===== src/rtl/fnd_scan_controller_if.sv =====
// Bundle between the stopwatch datapath (master) and the FND scan controller (slave).
// It carries the time fields and mode in, and the common/segment drive out.
interface fnd_scan_controller_if;
   logic       mode;
   logic [6:0] msec;
   logic [5:0] sec;
   logic [5:0] min;
   logic [4:0] hour;
   logic [3:0] fnd_com;
   logic [7:0] fnd_data;

   modport master (
      output mode, msec, sec, min, hour,
      input  fnd_com, fnd_data
   );

   modport slave (
      input  mode, msec, sec, min, hour,
      output fnd_com, fnd_data
   );
endinterface


===== src/rtl/fnd_scan_controller.sv =====
// 4-digit common-anode 7-segment scanner for the stopwatch: time-multiplexes the digits,
// splits the fields into tens/ones, and blinks the digit-2 decimal point at 1 Hz.
module fnd_scan_controller #(
   parameter int SCAN_COUNT   = 100_000,
   parameter int BLANK_CYCLES = 1_000
) (
   input  logic                 clk,
   input  logic                 reset,
   fnd_scan_controller_if.slave io_bus
);

   localparam int             CW        = $clog2(SCAN_COUNT);
   localparam logic [CW-1:0] SCAN_LAST = CW'(SCAN_COUNT - 1);

   logic [CW-1:0] r_counter;
   logic [1:0]    r_digit_sel;
   logic [3:0]    r_fnd_com;
   logic [7:0]    r_fnd_data;

   logic [6:0]    w_field_lo;
   logic [6:0]    w_field_hi;
   logic [6:0]    w_field;
   logic [6:0]    w_digit;
   logic [7:0]    w_seg;
   logic          w_dp_on;
   logic          w_blank;
   logic [3:0]    w_com_next;
   logic [7:0]    w_data_next;

   function automatic logic [7:0] seg7(input logic [6:0] d);
      logic [7:0] s;
      case (d)
         7'd0:    s = 8'hC0;
         7'd1:    s = 8'hF9;
         7'd2:    s = 8'hA4;
         7'd3:    s = 8'hB0;
         7'd4:    s = 8'h99;
         7'd5:    s = 8'h92;
         7'd6:    s = 8'h82;
         7'd7:    s = 8'hF8;
         7'd8:    s = 8'h80;
         7'd9:    s = 8'h90;
         default: s = 8'hBF;
      endcase
      return s;
   endfunction

   // Digits 0/1 come from the low field, digits 2/3 from the high field; odd digits are tens.
   assign w_field_lo  = io_bus.mode ? {1'b0, io_bus.min}  : io_bus.msec;
   assign w_field_hi  = io_bus.mode ? {2'b0, io_bus.hour} : {1'b0, io_bus.sec};
   assign w_field     = r_digit_sel[1] ? w_field_hi : w_field_lo;
   assign w_digit     = r_digit_sel[0] ? (w_field / 7'd10) : (w_field % 7'd10);
   assign w_seg       = seg7(w_digit);
   assign w_dp_on     = (r_digit_sel == 2'd2) && (io_bus.msec < 7'd50);
   assign w_data_next = {w_seg[7] & ~w_dp_on, w_seg[6:0]};

   generate
      if (BLANK_CYCLES == 0) begin : g_no_blank
         assign w_blank = 1'b0;
      end else begin : g_blank
         localparam logic [CW-1:0] BLANK_LIM = CW'(BLANK_CYCLES);
         assign w_blank = (r_counter < BLANK_LIM);
      end
   endgenerate

   // One-hot-low decode; blanking forces every common off.
   for (genvar gi = 0; gi < 4; gi++) begin : g_com
      assign w_com_next[gi] = w_blank | (r_digit_sel != 2'(gi));
   end

   always_ff @(posedge clk or posedge reset) begin
      if (reset) begin
         r_counter   <= '0;
         r_digit_sel <= 2'd0;
         r_fnd_com   <= 4'b1111;
         r_fnd_data  <= 8'hFF;
      end else begin
         if (r_counter == SCAN_LAST) begin
            r_counter   <= '0;
            r_digit_sel <= r_digit_sel + 2'd1;
         end else begin
            r_counter <= r_counter + 1'b1;
         end
         r_fnd_com  <= w_com_next;
         r_fnd_data <= w_data_next;
      end
   end

   assign io_bus.fnd_com  = r_fnd_com;
   assign io_bus.fnd_data = r_fnd_data;

endmodule


===== src/flat_wrapper.sv =====
// flat-port wrapper written by rule: the top's interface ports become plain ports
module fnd_scan_controller_flat 
#(
   parameter int SCAN_COUNT   = 100_000,
   parameter int BLANK_CYCLES = 1_000
)
  (clk, reset, io_bus_mode, io_bus_msec, io_bus_sec, io_bus_min, io_bus_hour, io_bus_fnd_com, io_bus_fnd_data);
  fnd_scan_controller_if io_bus_i ();
  input  logic clk;
  input  logic reset;
  input wire logic [$bits(io_bus_i.mode)-1:0] io_bus_mode;
  input wire logic [$bits(io_bus_i.msec)-1:0] io_bus_msec;
  input wire logic [$bits(io_bus_i.sec)-1:0] io_bus_sec;
  input wire logic [$bits(io_bus_i.min)-1:0] io_bus_min;
  input wire logic [$bits(io_bus_i.hour)-1:0] io_bus_hour;
  output wire logic [$bits(io_bus_i.fnd_com)-1:0] io_bus_fnd_com;
  output wire logic [$bits(io_bus_i.fnd_data)-1:0] io_bus_fnd_data;
  assign io_bus_i.mode = io_bus_mode;
  assign io_bus_i.msec = io_bus_msec;
  assign io_bus_i.sec = io_bus_sec;
  assign io_bus_i.min = io_bus_min;
  assign io_bus_i.hour = io_bus_hour;
  assign io_bus_fnd_com = io_bus_i.fnd_com;
  assign io_bus_fnd_data = io_bus_i.fnd_data;
  fnd_scan_controller #(.SCAN_COUNT(SCAN_COUNT), .BLANK_CYCLES(BLANK_CYCLES)) u_core (.clk(clk), .reset(reset), .io_bus(io_bus_i));
endmodule

===== config.mk =====
export PLATFORM = sky130hd
export DESIGN_NAME = fnd_scan_controller_flat
export DESIGN_NICKNAME = d
export VERILOG_FILES = /design/src/rtl/fnd_scan_controller_if.sv /design/src/rtl/fnd_scan_controller.sv /design/src/flat_wrapper.sv
export SDC_FILE = /design/constraint.sdc
export NUM_CORES = 1
export LEC_CHECK = 0
export ABC_AREA = 0
export BUFFER_PORTS_ARGS = -buffer_cell sky130_fd_sc_hd__buf_2
export CORE_ASPECT_RATIO = 0.6
export CORE_MARGIN = 2
export CORE_UTILIZATION = 60
export CTS_CLUSTER_SIZE = 25
export DETAILED_ROUTE_END_ITERATION = 12
export PLACE_DENSITY = 0.85
export SYNTH_ARGS = -nofsm -noshare
export SYNTH_HDL_FRONTEND = slang
export SYNTH_SLANG_ARGS = --single-unit

===== constraint.sdc =====
create_clock -name clk -period 9.8 [get_ports clk]
set_input_delay 0.98 -clock clk [delete_from_list [all_inputs] [get_ports clk]]
set_output_delay 0.98 -clock clk [all_outputs]
set_load 0.03 [all_outputs]

# Yosys cells after proc, flatten, opt, wreduce, memory -nomap -nowiden
# Memory sizes are Yosys's and may differ from the RTL's.
# Index checks and enable logic that the tools add are counted.
dict set report op_classes {
  n_addsub 2
  div 2
  magnitude_cmp 2
  eq_ne 5
  n_mux 6
  bitwise_logic 6
  reduce_logical 3
}
# op n
set op_table {}
lappend op_table {{$mux 7} 3}
lappend op_table {{$add 17x1->17 const B} 1}
lappend op_table {{$eq 17x17->1 const B} 1}
lappend op_table {{$lt 17x10->1 const B} 1}
lappend op_table {{$mux 17} 1}
lappend op_table {{$mux 8} 1}
lappend op_table {{$div 7x4->7 const B} 1}
lappend op_table {{$lt 7x6->1 const B} 1}
lappend op_table {{$mod 7x4->7 const B} 1}
lappend op_table {{$mux 6} 1}
lappend op_table {{$ne 2x2->1 const B} 2}
lappend op_table {{$or 1x1->1} 4}
lappend op_table {{$logic_not 3->1} 1}
lappend op_table {{$add 2x1->2 const B} 1}
lappend op_table {{$eq 2x2->1 const B} 1}
lappend op_table {{$ne 2x1->1 const B} 1}
lappend op_table {{$reduce_bool 2->1} 1}
lappend op_table {{$and 1x1->1} 1}
lappend op_table {{$logic_and 1x1->1} 1}
lappend op_table {{$not 1->1} 1}
dict set report totals {
  register_bits 31
  rom_bits 112
  input_bits 27
  output_inout_bits 12
  wordCells 31
  mem_count 1
}
# name depth width read_ports rd_ports_with_merged_regs write_ports line
set memory_table {}
lappend memory_table {{(no name shown)} 16 7 1 0 0 fnd_scan_controller.sv:32} ;# case (d)

# Longest topological paths before layout
# Gate-level depths: netlist (run 1).
dict set report depth {
  word_depth 7
  mapped_depth 24
  depth_no_buf 20
}

# Worst setup path before layout (run 1)
# OpenSTA, ideal clock, no wires.
dict set report synth_timing {
  path_kind {input-to-reg}
  from {input port io_bus_mode}
  to {register u_core.r_fnd_data[3] (netlist: u_core.io_bus.fnd_data[3])}
  setup_time_ns 0.090
  arrival_ns 5.355
  required_ns 9.710
  path_slack_ns 4.355
  path_stages 22
  n_path_buf 3
  cell_sequence {buf_6 -> buf_6 -> or4b_1 -> nor2_1 -> nor2_1 -> ha_1 -> o41ai_4 -> nand2_1 -> o311ai_0 -> inv_1 -> ha_1 -> nor2_1 -> o221ai_2 -> o21a_1 -> buf_4 -> xnor2_1 -> o21ai_0 -> inv_1 -> ha_1 -> inv_1 -> o21ai_0 -> nand4_1}
}
dict set report synth_between {
  elab_chain_cells 6
  elab_cells_between_ends 9
  classes_between {2 x div; 5 x mux; 1 x reduce/logical; 1 x memory}
}
# element line
set synth_rtl {}
lappend synth_rtl {{from (decl)} flat_wrapper.sv:11} ;# input wire logic [$bits(io_bus_i.mode)-1:0] io_bus_mode;
lappend synth_rtl {{$mux 7 or $mux 6 (tied branches)} {fnd_scan_controller.sv:49, fnd_scan_controller.sv:50}}
lappend synth_rtl {{$mux 7 *} fnd_scan_controller.sv:51} ;# assign w_field = r_digit_sel[1] ? w_field_hi : w_field_lo;
lappend synth_rtl {{$mod 7x4->7 or $div 7x4->7 (tied branches)} fnd_scan_controller.sv:52} ;# assign w_digit = r_digit_sel[0] ? (w_field / 7'd10) : (w_field % 7'd10);
lappend synth_rtl {{$mux 7 *} fnd_scan_controller.sv:52}
lappend synth_rtl {{$mem_v2 16x7 or $logic_not 3->1 (tied branches)} -}
lappend synth_rtl {{$mux 8 *} fnd_scan_controller.sv:32}
lappend synth_rtl {{named net u_core.w_data_next[3]} fnd_scan_controller.sv:28} ;# logic [7:0] w_data_next;
lappend synth_rtl {{to (signal assigned)} fnd_scan_controller.sv:85} ;# r_fnd_data <= w_data_next;
lappend synth_rtl {{to (decl)} fnd_scan_controller.sv:18} ;# logic [7:0] r_fnd_data;
# The timed path passes the listed nets; every way through them passes the cells marked *.
# A chain may end at the register's enable or synchronous reset.

# Worst setup path in the final report (run 1)
# Same ends and word-level chain as after synthesis.

==> impl_results.rst, run 1 <==
.. list-table::
   :header-rows: 1

   * - Metric
     - Value
   * - DR vias/cell
     - 6.238
   * - Number of flops mapped to enable cells by yosys
     - 0
   * - Warning count from the yosys run
     - 0
   * - Wire length of the first global-routing pass
     - 8.728 mm
   * - Post-placement cell count
     - 315
   * - Worst path required time
     - 10.00 ns
   * - Routability cong.
     - 0.9055
   * - Kind of critical path
     - in -> reg
   * - Die Span Y
     - 51.47 um
   * - Total vias in the final route
     - 2015
   * - Total leakage power
     - 1.092 nW
   * - Mapped Cells
     - 238
   * - Detailed router's first-iteration violation count
     - 219
   * - Hold bufs inserted after CTS
     - 0
   * - Number of antenna violations at the first check in global routing
     - 0
   * - Maximum number of pins on one net before global-route repair
     - 32
   * - Post-route clock skew
     - 0.004564 ns
   * - Clock sink count
     - 31
   * - Critical path fanouts, max
     - 14
   * - Mean cell area of the mapped netlist
     - 9.468 um^2
   * - Area Overhead vs Synth
     - 12.77%
   * - Remaining design rule violation count
     - 0
   * - Pwr Total
     - 415.8 uW
   * - Starting utilization of the core area
     - 61.95%
   * - Post-detail-place hpwl
     - 3.841 mm
   * - Number of nets in the finished design
     - 311
   * - Setup TNS
     - 0 ns
   * - Number of buffers inserted by post-CTS setup repair
     - 0
   * - Most used cells in the layout excluding fill and tap cells
     - 38 x sky130_fd_sc_hd__buf_2, 23 x sky130_fd_sc_hd__nand2_1, 23 x sky130_fd_sc_hd__nor2_1
   * - Tot GR Track Use
     - 25.88%
   * - Final Cycle Share
     - 59.76%
   * - Post-synth design cell area
     - 2253 um^2
   * - Inserted Clock Buffers
     - 5
   * - Clock tree from TritonCTS
     - done
   * - Std cell rows
     - 17
   * - Number of port buffers
     - 38
   * - Normalized max-slew margin
     - 24.92%
   * - Die Wd
     - 83.12 um
   * - CP Data Arrival Time
     - 6.05 ns
   * - Ys async rst share
     - 100.0%
   * - Slew at the pin with the worst max-slew slack
     - 1.125 ns
   * - Most frequent standard cell in the layout excluding fill and tap cells
     - sky130_fd_sc_hd__buf_2
   * - Filler cells
     - 262
   * - Post-synthesis register bit count
     - 31
   * - Share of cells above drive strength 1
     - 27.54%
   * - Antenna cell count
     - 0
   * - Startpoint type of the worst setup path
     - input port
   * - Setup repair after global routing missed its margin
     - no
   * - Hold Path Class
     - reg -> reg
   * - Highest achievable clock rate
     - 0.1707 GHz
   * - Grt total ovfl
     - 0
   * - Non-filler cells in the finished layout
     - 323
   * - Clock-pin transition on the worst setup and hold timing paths
     - 0.07 ns
   * - Core Region
     - 3637 um^2
   * - Clk_lat worst skew
     - 0.28 ns
   * - First-pass iteration count of the detailed router
     - 5
   * - CP endpoint kind
     - flop
   * - Final worst-path setup slack
     - 3.943 ns
   * - Count of boundary I/O pins
     - 39
   * - Average wire length per cell after detail routing
     - 15.68 um
   * - Floorplan die area
     - 4278 um^2
   * - Max-slew violation count
     - 0
   * - Worst Hold Margin
     - 0.4901 ns
   * - Number of levels in the clock H-tree
     - 2
   * - P per Cell Area
     - 163.6 nW/um^2
   * - Post-CTS Resized
     - 0
   * - Antenna-violating nets left
     - 0
   * - Sequential area share after synthesis
     - 35.09%
   * - Wire length reported by the detailed router
     - 5.064 mm
   * - Finish-stage setup viols
     - 0
   * - Clock Path Buffers
     - 2
   * - Peak VDD IR
     - 0.0001329 V
   * - Nets in the synthesized netlist
     - 274
   * - Most used flip-flop cell after synthesis
     - sky130_fd_sc_hd__dfrtp_1
   * - Via count of the first global-routing pass
     - 1855
   * - Shortest clock period the worst path allows after layout
     - 5.857 ns
   * - Result of the run
     - complete, no violations
   * - Pre-CTS setup slack
     - 3.773 ns
   * - Hold Fails Final Rpt
     - 0
   * - Unique cell type count in the Yosys netlist
     - 63
   * - Clock root cell
     - sky130_fd_sc_hd__clkbuf_8
   * - Number of max-cap violations
     - 0
==> cells in the mapped netlist, types with 5 or more instances <==
library cell              number  area share [%]
sky130_fd_sc_hd__nand2_1      23             3.8
sky130_fd_sc_hd__nor2_1       23             3.8
sky130_fd_sc_hd__dfrtp_1      19              21
sky130_fd_sc_hd__o21ai_0      13             2.9
sky130_fd_sc_hd__dfstp_2      12              14
sky130_fd_sc_hd__xnor2_1      10             3.9
sky130_fd_sc_hd__ha_1          9             5.0
sky130_fd_sc_hd__inv_1         9             1.5
sky130_fd_sc_hd__nand3_1       9             2.0
sky130_fd_sc_hd__xor2_1        9             3.5
sky130_fd_sc_hd__a21oi_1       7             1.6
sky130_fd_sc_hd__and3_1        7             1.9
sky130_fd_sc_hd__mux4_2        5             5.0
sky130_fd_sc_hd__nor3_1        5             1.1
==> sequential cells by signal, indices dropped and copies added (netlist names) <==
name and count:
u_core.io_bus.fnd_com 4, u_core.io_bus.fnd_data 8, u_core.r_counter 17, u_core.r_digit_sel 2
==> through the flow <==
| stage | area (um^2) | utilization [%] |
|---|---|---|
| after global placement | 2441 | 67.11 |
| after CTS | 2541 | 69.87 |
| final | 2541 | 69.87 |
| after floorplan | 2253 | - |
| after detailed placement | 2441 | 67.11 |
| after global routing | 2541 | 69.87 |
==> power breakdown <==
part	internal, mW	total [mW]	switching, mW	leakage [nW]
sequential	0.147	0.149	0.00248	0.377
clock	0.0640	0.111	0.0468	0.0515
combinational	0.0547	0.156	0.101	0.663
==> routing by layer <==
layer,wire (um),up-vias,global-route usage (%),share of wire (%)
met1,2439,937,38.74,48
met5,0,-,0,0
met4,47,0,6.011,0.93
met2,2018,126,36.16,40
li1,-,943,-,-
met3,558,9,8.401,11
==> path summary, 6_finish.rpt <==
path,to,depth (start not counted),start,slack (ns)
setup / recovery,u_core.io_bus.fnd_data[3]$_DFF_PP1_,21,io_bus_mode,3.94
hold / removal,u_core.r_counter[0]$_DFF_PP0_,1,u_core.r_counter[0]$_DFF_PP0_,0.49
setup reg to reg,u_core.io_bus.fnd_data[3]$_DFF_PP1_,20,u_core.r_digit_sel[1]$_DFFE_PP0N_,4.26
hold reg to reg,u_core.r_counter[0]$_DFF_PP0_,1,u_core.r_counter[0]$_DFF_PP0_,0.49
max in group asynchronous,u_core.r_counter[2]$_DFF_PP0_,2,reset,8.15
min in group asynchronous,u_core.r_counter[8]$_DFF_PP0_,2,reset,0.98
==> final cells by class <==
class | count | area (um^2) | area share [%]
flip-flops and latches | 31 | 790.8 | 31.12
repair buffers | 39 | 197.7 | 7.779
well taps | 47 | 58.81 | 2.314
inverters | 11 | 41.29 | 1.625
clock buffers | 8 | 100.1 | 3.939
multi-input cells | 187 | 1353 | 53.23
==> worst max-delay path, cell delays in order <==
cell	delay [ns]
sky130_fd_sc_hd__buf_2	0.19
sky130_fd_sc_hd__or4b_1	0.62
sky130_fd_sc_hd__nor2_1	0.23
sky130_fd_sc_hd__nor2_1	0.07
sky130_fd_sc_hd__ha_1	0.30
sky130_fd_sc_hd__or2_1	0.29
sky130_fd_sc_hd__a311o_2	0.39
sky130_fd_sc_hd__nand2_1	0.16
sky130_fd_sc_hd__o311ai_0	0.22
sky130_fd_sc_hd__inv_1	0.14
sky130_fd_sc_hd__ha_1	0.23
sky130_fd_sc_hd__nand2_1	0.08
sky130_fd_sc_hd__o32ai_1	0.52
sky130_fd_sc_hd__o21a_1	0.35
sky130_fd_sc_hd__xnor2_1	0.20
sky130_fd_sc_hd__o21ai_0	0.34
sky130_fd_sc_hd__inv_1	0.08
sky130_fd_sc_hd__ha_1	0.30
sky130_fd_sc_hd__inv_1	0.04
sky130_fd_sc_hd__o21ai_0	0.19
sky130_fd_sc_hd__nand4_1	0.13
==> cells by family after synthesis <==
logic type / synth area share (%)
AO/OA/AOI/OAI: 18.93
XOR/XNOR: 7.385
adder cells (fa/ha/maj): 4.997
buffers and inverters: 4.885
flip-flops: 35.09
multiplexers: 6.385
AND/OR/NAND/NOR: 22.32
(Power assumes the default switching activity.)
==> inputs of run 2 (changes only) <==
--- a/config.mk
+++ b/config.mk
@@ -9,10 +9,10 @@
 export BUFFER_PORTS_ARGS = -buffer_cell sky130_fd_sc_hd__buf_2
 export CORE_ASPECT_RATIO = 0.6
 export CORE_MARGIN = 2
-export CORE_UTILIZATION = 60
+export CORE_UTILIZATION = 51
 export CTS_CLUSTER_SIZE = 25
 export DETAILED_ROUTE_END_ITERATION = 12
-export PLACE_DENSITY = 0.85
+export PLACE_DENSITY = 0.77
 export SYNTH_ARGS = -nofsm -noshare
 export SYNTH_HDL_FRONTEND = slang
 export SYNTH_SLANG_ARGS = --single-unit
==> constraint.sdc (replaced) <==
create_clock -name clk -period 5.2 [get_ports clk]
set_input_delay 0.52 -clock clk [delete_from_list [all_inputs] [get_ports clk]]
set_output_delay 0.52 -clock clk [all_outputs]
set_load 0.03 [all_outputs]
==> run 2 against run 1 <==
Effect of this change:
- sequential power is 88% higher
- count of clock-buffer cells in the layout is 3 lower
- power is 110% higher
- die area is 17% higher
- global-route usage is 5.0 points lower
- final area is 4.7% higher
- critical path depth is 3 lower
- final cell count is 6.5% higher
- first-iteration DRC count is 4.1% higher
- combinational power is 95% higher
- clock skew hardly changed
- worst hold slack worse by 0.35 ns
- critical endpoint is now u_core.io_bus.fnd_data[1]$_DFF_PP1_
- largest cell class unchanged
==> impl_results.rst, run 2 (same netlist as run 1, synthesis figures left out) <==
.. list-table::
   :header-rows: 1

   * - Metric
     - Value
   * - DR vias/cell
     - 5.701
   * - Critical path fanouts, max
     - 13
   * - Share of cells above drive strength 1
     - 30.28%
   * - Most used cells in the layout excluding fill and tap cells
     - 38 x sky130_fd_sc_hd__buf_2, 23 x sky130_fd_sc_hd__nand2_1, 23 x sky130_fd_sc_hd__nor2_1
   * - Antenna cell count
     - 0
   * - Post-placement cell count
     - 336
   * - Kind of critical path
     - reg -> reg
   * - Number of nets in the finished design
     - 319
   * - Number of buffer and inverter instances along the worst setup path
     - 3
   * - Hold bufs inserted after CTS
     - 0
   * - Clock sink count
     - 31
   * - Number of levels in the clock H-tree
     - 2
   * - Setup repair after global routing missed its margin
     - no
   * - Clock-pin transition on the worst setup and hold timing paths
     - 0.07 ns
   * - Area Overhead vs Synth
     - 18.10%
   * - Post-route clock skew
     - 0.004098 ns
   * - Final Cycle Share
     - 91.93%
   * - Normalized max-slew margin
     - 56.01%
   * - Total leakage power
     - 1.145 nW
   * - Crit-path leading delay family
     - compound AO/OA/AOI/OAI gates
   * - Clock root cell
     - sky130_fd_sc_hd__clkbuf_8
   * - Total vias in the final route
     - 1961
   * - Slew at the pin with the worst max-slew slack
     - 0.6538 ns
   * - Hold Fails Final Rpt
     - 0
   * - Max-slew violation count
     - 0
   * - Starting utilization of the core area
     - 54.08%
   * - Startpoint type of the worst setup path
     - flop
   * - Floorplan die area
     - 4984 um^2
   * - Count of boundary I/O pins
     - 39
   * - Setup TNS
     - 0 ns
   * - Via count of the first global-routing pass
     - 1763
   * - Max FFs per register
     - 17
   * - Clk_lat worst skew
     - 0.29 ns
   * - Detailed router's first-iteration violation count
     - 228
   * - Largest stage delay, worst path
     - 0.59 ns
   * - Die Span Y
     - 55.49 um
   * - Finish-stage setup viols
     - 0
   * - P per Cell Area
     - 327.8 nW/um^2
   * - Wire length of the first global-routing pass
     - 8.521 mm
   * - Number of port buffers
     - 38
   * - Core Region
     - 4167 um^2
   * - Worst path required time
     - 5.41 ns
   * - Number of buffers inserted by post-CTS setup repair
     - 0
   * - Critical path's slowest cell
     - sky130_fd_sc_hd__mux4_2
   * - Ordered cell list for the critical path
     - inv_2 > mux4_2 > nor2_1 > ha_1 > or2_1 > a311o_2 > nand2_1 > o311ai_1 > inv_1 > ha_1 > nor2_1 > o221ai_2 > o21a_1 > buf_4 > a2111oi_0 > a311oi_1 > a31o_2 > o21ai_1
   * - Std cell rows
     - 18
   * - Wire length reported by the detailed router
     - 5.018 mm
   * - Grt total ovfl
     - 0
   * - Result of the run
     - complete, no violations
   * - Non-filler cells in the finished layout
     - 344
   * - Routability cong.
     - 0.9453
   * - Die Wd
     - 89.82 um
   * - Maximum number of pins on one net before global-route repair
     - 25
   * - Shortest clock period the worst path allows after layout
     - 4.780 ns
   * - Tot GR Track Use
     - 20.93%
   * - Clock Path Buffers
     - 2
   * - Number of antenna violations at the first check in global routing
     - 0
   * - Peak VDD IR
     - 0.0001914 V
   * - Most frequent standard cell in the layout excluding fill and tap cells
     - sky130_fd_sc_hd__buf_2
   * - Filler cells
     - 366
   * - Most flops, register
     - u_core.r_counter
   * - Inserted Clock Buffers
     - 5
   * - Clock tree from TritonCTS
     - done
   * - Hold Path Class
     - in -> async
   * - Post-CTS Resized
     - 0
   * - Antenna-violating nets left
     - 0
   * - Post-detail-place hpwl
     - 3.923 mm
   * - Number of max-cap violations
     - 0
   * - Highest achievable clock rate
     - 0.2092 GHz
   * - Remaining design rule violation count
     - 0
   * - CP Data Arrival Time
     - 4.99 ns
   * - Average wire length per cell after detail routing
     - 14.59 um
   * - First-pass iteration count of the detailed router
     - 4
   * - CP endpoint kind
     - flop
run 2: cell type report:
class | count | area (um^2) | share of cell area (%)
Clock buffer | 5 | 68.82 | 2.586
Clock inverter | 3 | 67.56 | 2.539
Timing Repair Buffer | 47 | 257.7 | 9.685
Multi-Input combinational cell | 187 | 1360 | 51.10
Tap cell | 60 | 75.07 | 2.821
Inverter | 11 | 41.29 | 1.551
Sequential cell | 31 | 790.8 | 29.71
run 2: report_power, final:
part           total [mW]  switching, mW  internal (mW)
Clock               0.288         0.0971          0.191
Combinational       0.304          0.189          0.115
Sequential          0.280        0.00391          0.276
run 2: worst paths after layout:
| kind | from | end | slack, ns | cells after the start |
|---|---|---|---|---|
| worst min-delay path | reset | u_core.r_counter[13]$_DFF_PP0_ | 0.14 | 2 |
| min in group clk | u_core.r_counter[0]$_DFF_PP0_ | u_core.r_counter[0]$_DFF_PP0_ | 0.48 | 1 |
| max in group asynchronous | reset | u_core.io_bus.fnd_com[3]$_DFF_PP1_ | 4.43 | 3 |
| worst max register to register | u_core.r_digit_sel[1]$_DFFE_PP0N_ | u_core.io_bus.fnd_data[1]$_DFF_PP1_ | 0.42 | 18 |
| worst max-delay path | u_core.r_digit_sel[1]$_DFFE_PP0N_ | u_core.io_bus.fnd_data[1]$_DFF_PP1_ | 0.42 | 18 |
| worst min register to register | u_core.r_counter[0]$_DFF_PP0_ | u_core.r_counter[0]$_DFF_PP0_ | 0.48 | 1 |
run 2: metal layers:
metal	global-route usage [%]	wire length (um)
met5	0	0
met3	5.593	361
met4	5.275	31
met2	26.84	1980
met1	33.98	2644
run 2: through the flow:
| stage | total power [mW] | setup slack [ns] | hold slack (ns) | utilization (%) | instance area [um^2] |
|---|---|---|---|---|---|
| 6_report | 0.8724 | 0.4198 | 0.1450 | 63.87 | 2661 |
| 5_1_grt | 0.9166 | 0.09458 | 0.1651 | 63.87 | 2661 |
| 4_1_cts | 0.8732 | 0.2488 | 0.1480 | 63.69 | 2654 |
| 3_5_place_dp | 0.5841 | 0.1455 | 0.4547 | 60.42 | 2517 |
| 3_3_place_gp | 0.5808 | 0.3442 | 0.4580 | 60.42 | 2517 |
| 2_1_floorplan | 0.5171 | 0.2146 | 0.4530 | - | 2253 |
==> inputs of run 3 (changes only) <==
--- a/config.mk
+++ b/config.mk
@@ -13,6 +13,7 @@
 export CTS_CLUSTER_SIZE = 25
 export DETAILED_ROUTE_END_ITERATION = 12
 export PLACE_DENSITY = 0.77
+export RECOVER_POWER = 25
 export SYNTH_ARGS = -nofsm -noshare
 export SYNTH_HDL_FRONTEND = slang
 export SYNTH_SLANG_ARGS = --single-unit
==> run 3 against run 2 <==
Effect of this change:
- clock skew unchanged
- clock power is essentially flat
- final area shrank 0.14%
- non-clock buffer count is the same
- critical path depth unchanged
- critical endpoint unchanged
- wire length barely moved
- sequential share of layout area barely moved
- first-iteration DRC count did not move
- flip-flop and latch count is the same
- power is essentially flat
==> impl_results.rst, run 3 (same netlist as run 1, synthesis figures left out) <==
.. list-table::
   :header-rows: 1

   * - Metric
     - Value
   * - Largest stage delay, worst path
     - 0.59 ns
   * - CP Data Arrival Time
     - 4.99 ns
   * - Core Region
     - 4167 um^2
   * - Max FFs per register
     - 17
   * - Routability cong.
     - 0.9453
   * - Finish-stage setup viols
     - 0
   * - Hold bufs inserted after CTS
     - 0
   * - Clock-pin transition on the worst setup and hold timing paths
     - 0.07 ns
   * - Normalized max-slew margin
     - 17.87%
   * - Area Overhead vs Synth
     - 17.93%
   * - Clock sink count
     - 31
   * - Antenna-violating nets left
     - 0
   * - Count of boundary I/O pins
     - 39
   * - Slew at the pin with the worst max-slew slack
     - 1.232 ns
   * - Kind of critical path
     - reg -> reg
   * - Ordered cell list for the critical path
     - inv_2 > mux4_2 > nor2_1 > ha_1 > or2_1 > a311o_2 > nand2_1 > o311ai_1 > inv_1 > ha_1 > nor2_1 > o221ai_2 > o21a_1 > buf_4 > a2111oi_0 > a311oi_1 > a31o_2 > o21ai_1
   * - Number of nets in the finished design
     - 319
   * - Die Span Y
     - 55.49 um
   * - Final Cycle Share
     - 91.93%
   * - Number of port buffers
     - 38
   * - Floorplan die area
     - 4984 um^2
   * - Most flops, register
     - u_core.r_counter
   * - Post-CTS Resized
     - 0
   * - Std cell rows
     - 18
   * - Number of levels in the clock H-tree
     - 2
   * - Number of buffers inserted by post-CTS setup repair
     - 0
   * - Share of cells above drive strength 1
     - 29.93%
   * - Area of the multi-input gates
     - 1360 um^2
   * - Wire length of the first global-routing pass
     - 8.521 mm
   * - Wire length reported by the detailed router
     - 5.016 mm
   * - Setup repair after global routing missed its margin
     - no
   * - Register area
     - 790.8 um^2
   * - Total leakage power
     - 1.142 nW
   * - Clock root cell
     - sky130_fd_sc_hd__clkbuf_8
   * - Number of max-cap violations
     - 0
   * - Starting utilization of the core area
     - 54.08%
   * - Remaining design rule violation count
     - 0
   * - Filler cells
     - 367
   * - Maximum number of pins on one net before global-route repair
     - 25
   * - Clk_lat worst skew
     - 0.29 ns
   * - Hold Path Class
     - in -> async
   * - CP endpoint kind
     - flop
   * - Worst path required time
     - 5.41 ns
   * - Via count of the first global-routing pass
     - 1763
   * - Antenna cell count
     - 0
   * - Setup TNS
     - 0 ns
   * - DR vias/cell
     - 5.703
   * - Clock tree from TritonCTS
     - done
   * - P per Cell Area
     - 328.1 nW/um^2
   * - Shortest clock period the worst path allows after layout
     - 4.780 ns
   * - Most used cells in the layout excluding fill and tap cells
     - 38 x sky130_fd_sc_hd__buf_2, 23 x sky130_fd_sc_hd__nand2_1, 23 x sky130_fd_sc_hd__nor2_1
   * - Hold Fails Final Rpt
     - 0
   * - Most frequent standard cell in the layout excluding fill and tap cells
     - sky130_fd_sc_hd__buf_2
   * - Critical path's slowest cell
     - sky130_fd_sc_hd__mux4_2
   * - Peak VDD IR
     - 0.0001914 V
   * - Post-route clock skew
     - 0.004098 ns
   * - Tot GR Track Use
     - 20.93%
   * - Clock Path Buffers
     - 2
   * - Max-slew violation count
     - 0
   * - Post-detail-place hpwl
     - 3.923 mm
   * - Inserted Clock Buffers
     - 5
   * - First-pass iteration count of the detailed router
     - 4
   * - Pwr Total
     - 872.0 uW
   * - Critical path fanouts, max
     - 13
   * - Highest achievable clock rate
     - 0.2092 GHz
   * - Detailed router's first-iteration violation count
     - 228
   * - Number of antenna violations at the first check in global routing
     - 0
   * - Average wire length per cell after detail routing
     - 14.58 um
   * - Total vias in the final route
     - 1962
   * - Startpoint type of the worst setup path
     - flop
   * - Die Wd
     - 89.82 um
   * - Result of the run
     - complete, no violations
   * - Grt total ovfl
     - 0
-- run 3: cell count changes in the layout (fill, tap and decap cells not counted) --
| cell | delta |
|---|---|
| sky130_fd_sc_hd__buf_4 | -1 |
| sky130_fd_sc_hd__clkbuf_1 | +1 |
-- run 3: power by group --
part           leakage, nW  total, mW  internal (mW)  switching (mW)
logic                0.700      0.304          0.115           0.189
registers            0.377      0.280          0.276         0.00391
clock network       0.0644      0.288          0.191          0.0971
total                 1.14      0.872          0.582           0.290
-- run 3: critical path, delay by kind of cell (launching register included) --
family,cells,cell delay (ns)
compound gates,8,1.91
buf+inv,3,0.46
fa+ha+maj,2,0.58
simple gates,4,0.60
flops,1,0.54
mux,1,0.59
-- run 3: final timing paths --
check	start	end	slack, ns	cells after the start
min reg2reg	u_core.r_counter[0]$_DFF_PP0_	u_core.r_counter[0]$_DFF_PP0_	0.48	1
max in group asynchronous	reset	u_core.r_digit_sel[0]$_DFFE_PP0N_	3.65	3
max	u_core.r_digit_sel[1]$_DFFE_PP0N_	u_core.io_bus.fnd_data[1]$_DFF_PP1_	0.42	18
min in group clk	u_core.r_counter[0]$_DFF_PP0_	u_core.r_counter[0]$_DFF_PP0_	0.48	1
min	reset	u_core.r_counter[13]$_DFF_PP0_	0.14	2
max reg2reg	u_core.r_digit_sel[1]$_DFFE_PP0N_	u_core.io_bus.fnd_data[1]$_DFF_PP1_	0.42	18
-- run 3: stage by stage --
step	worst slack [ns]	area [um^2]	cells	hold WS, ns	utilization (%)
after floorplan	0.2146	2253	238	0.4530	-
after global placement	0.3442	2517	336	0.4580	60.42
after detailed placement	0.1455	2517	336	0.4547	60.42
after CTS	0.2488	2654	344	0.1480	63.69
after global routing	0.09458	2658	344	0.1634	63.78
final	0.4198	2658	344	0.1433	63.78
-- run 3: final cells by class --
| type | count | area share, % |
|---|---|---|
| well taps | 60 | 2.825 |
| flip-flops and latches | 31 | 29.76 |
| inverters | 11 | 1.554 |
| multi-input cells | 187 | 51.18 |
| clock inverters | 3 | 2.542 |
| clock buffers | 5 | 2.589 |
| repair buffers | 47 | 9.557 |
-- run 3: layer usage --
metal	track usage (%)	vias up	share of wire, %
li1	-	961	-
met1	33.98	917	53
met2	26.84	78	39
met3	5.593	6	7.2
met4	5.275	0	0.62
met5	0	-	0
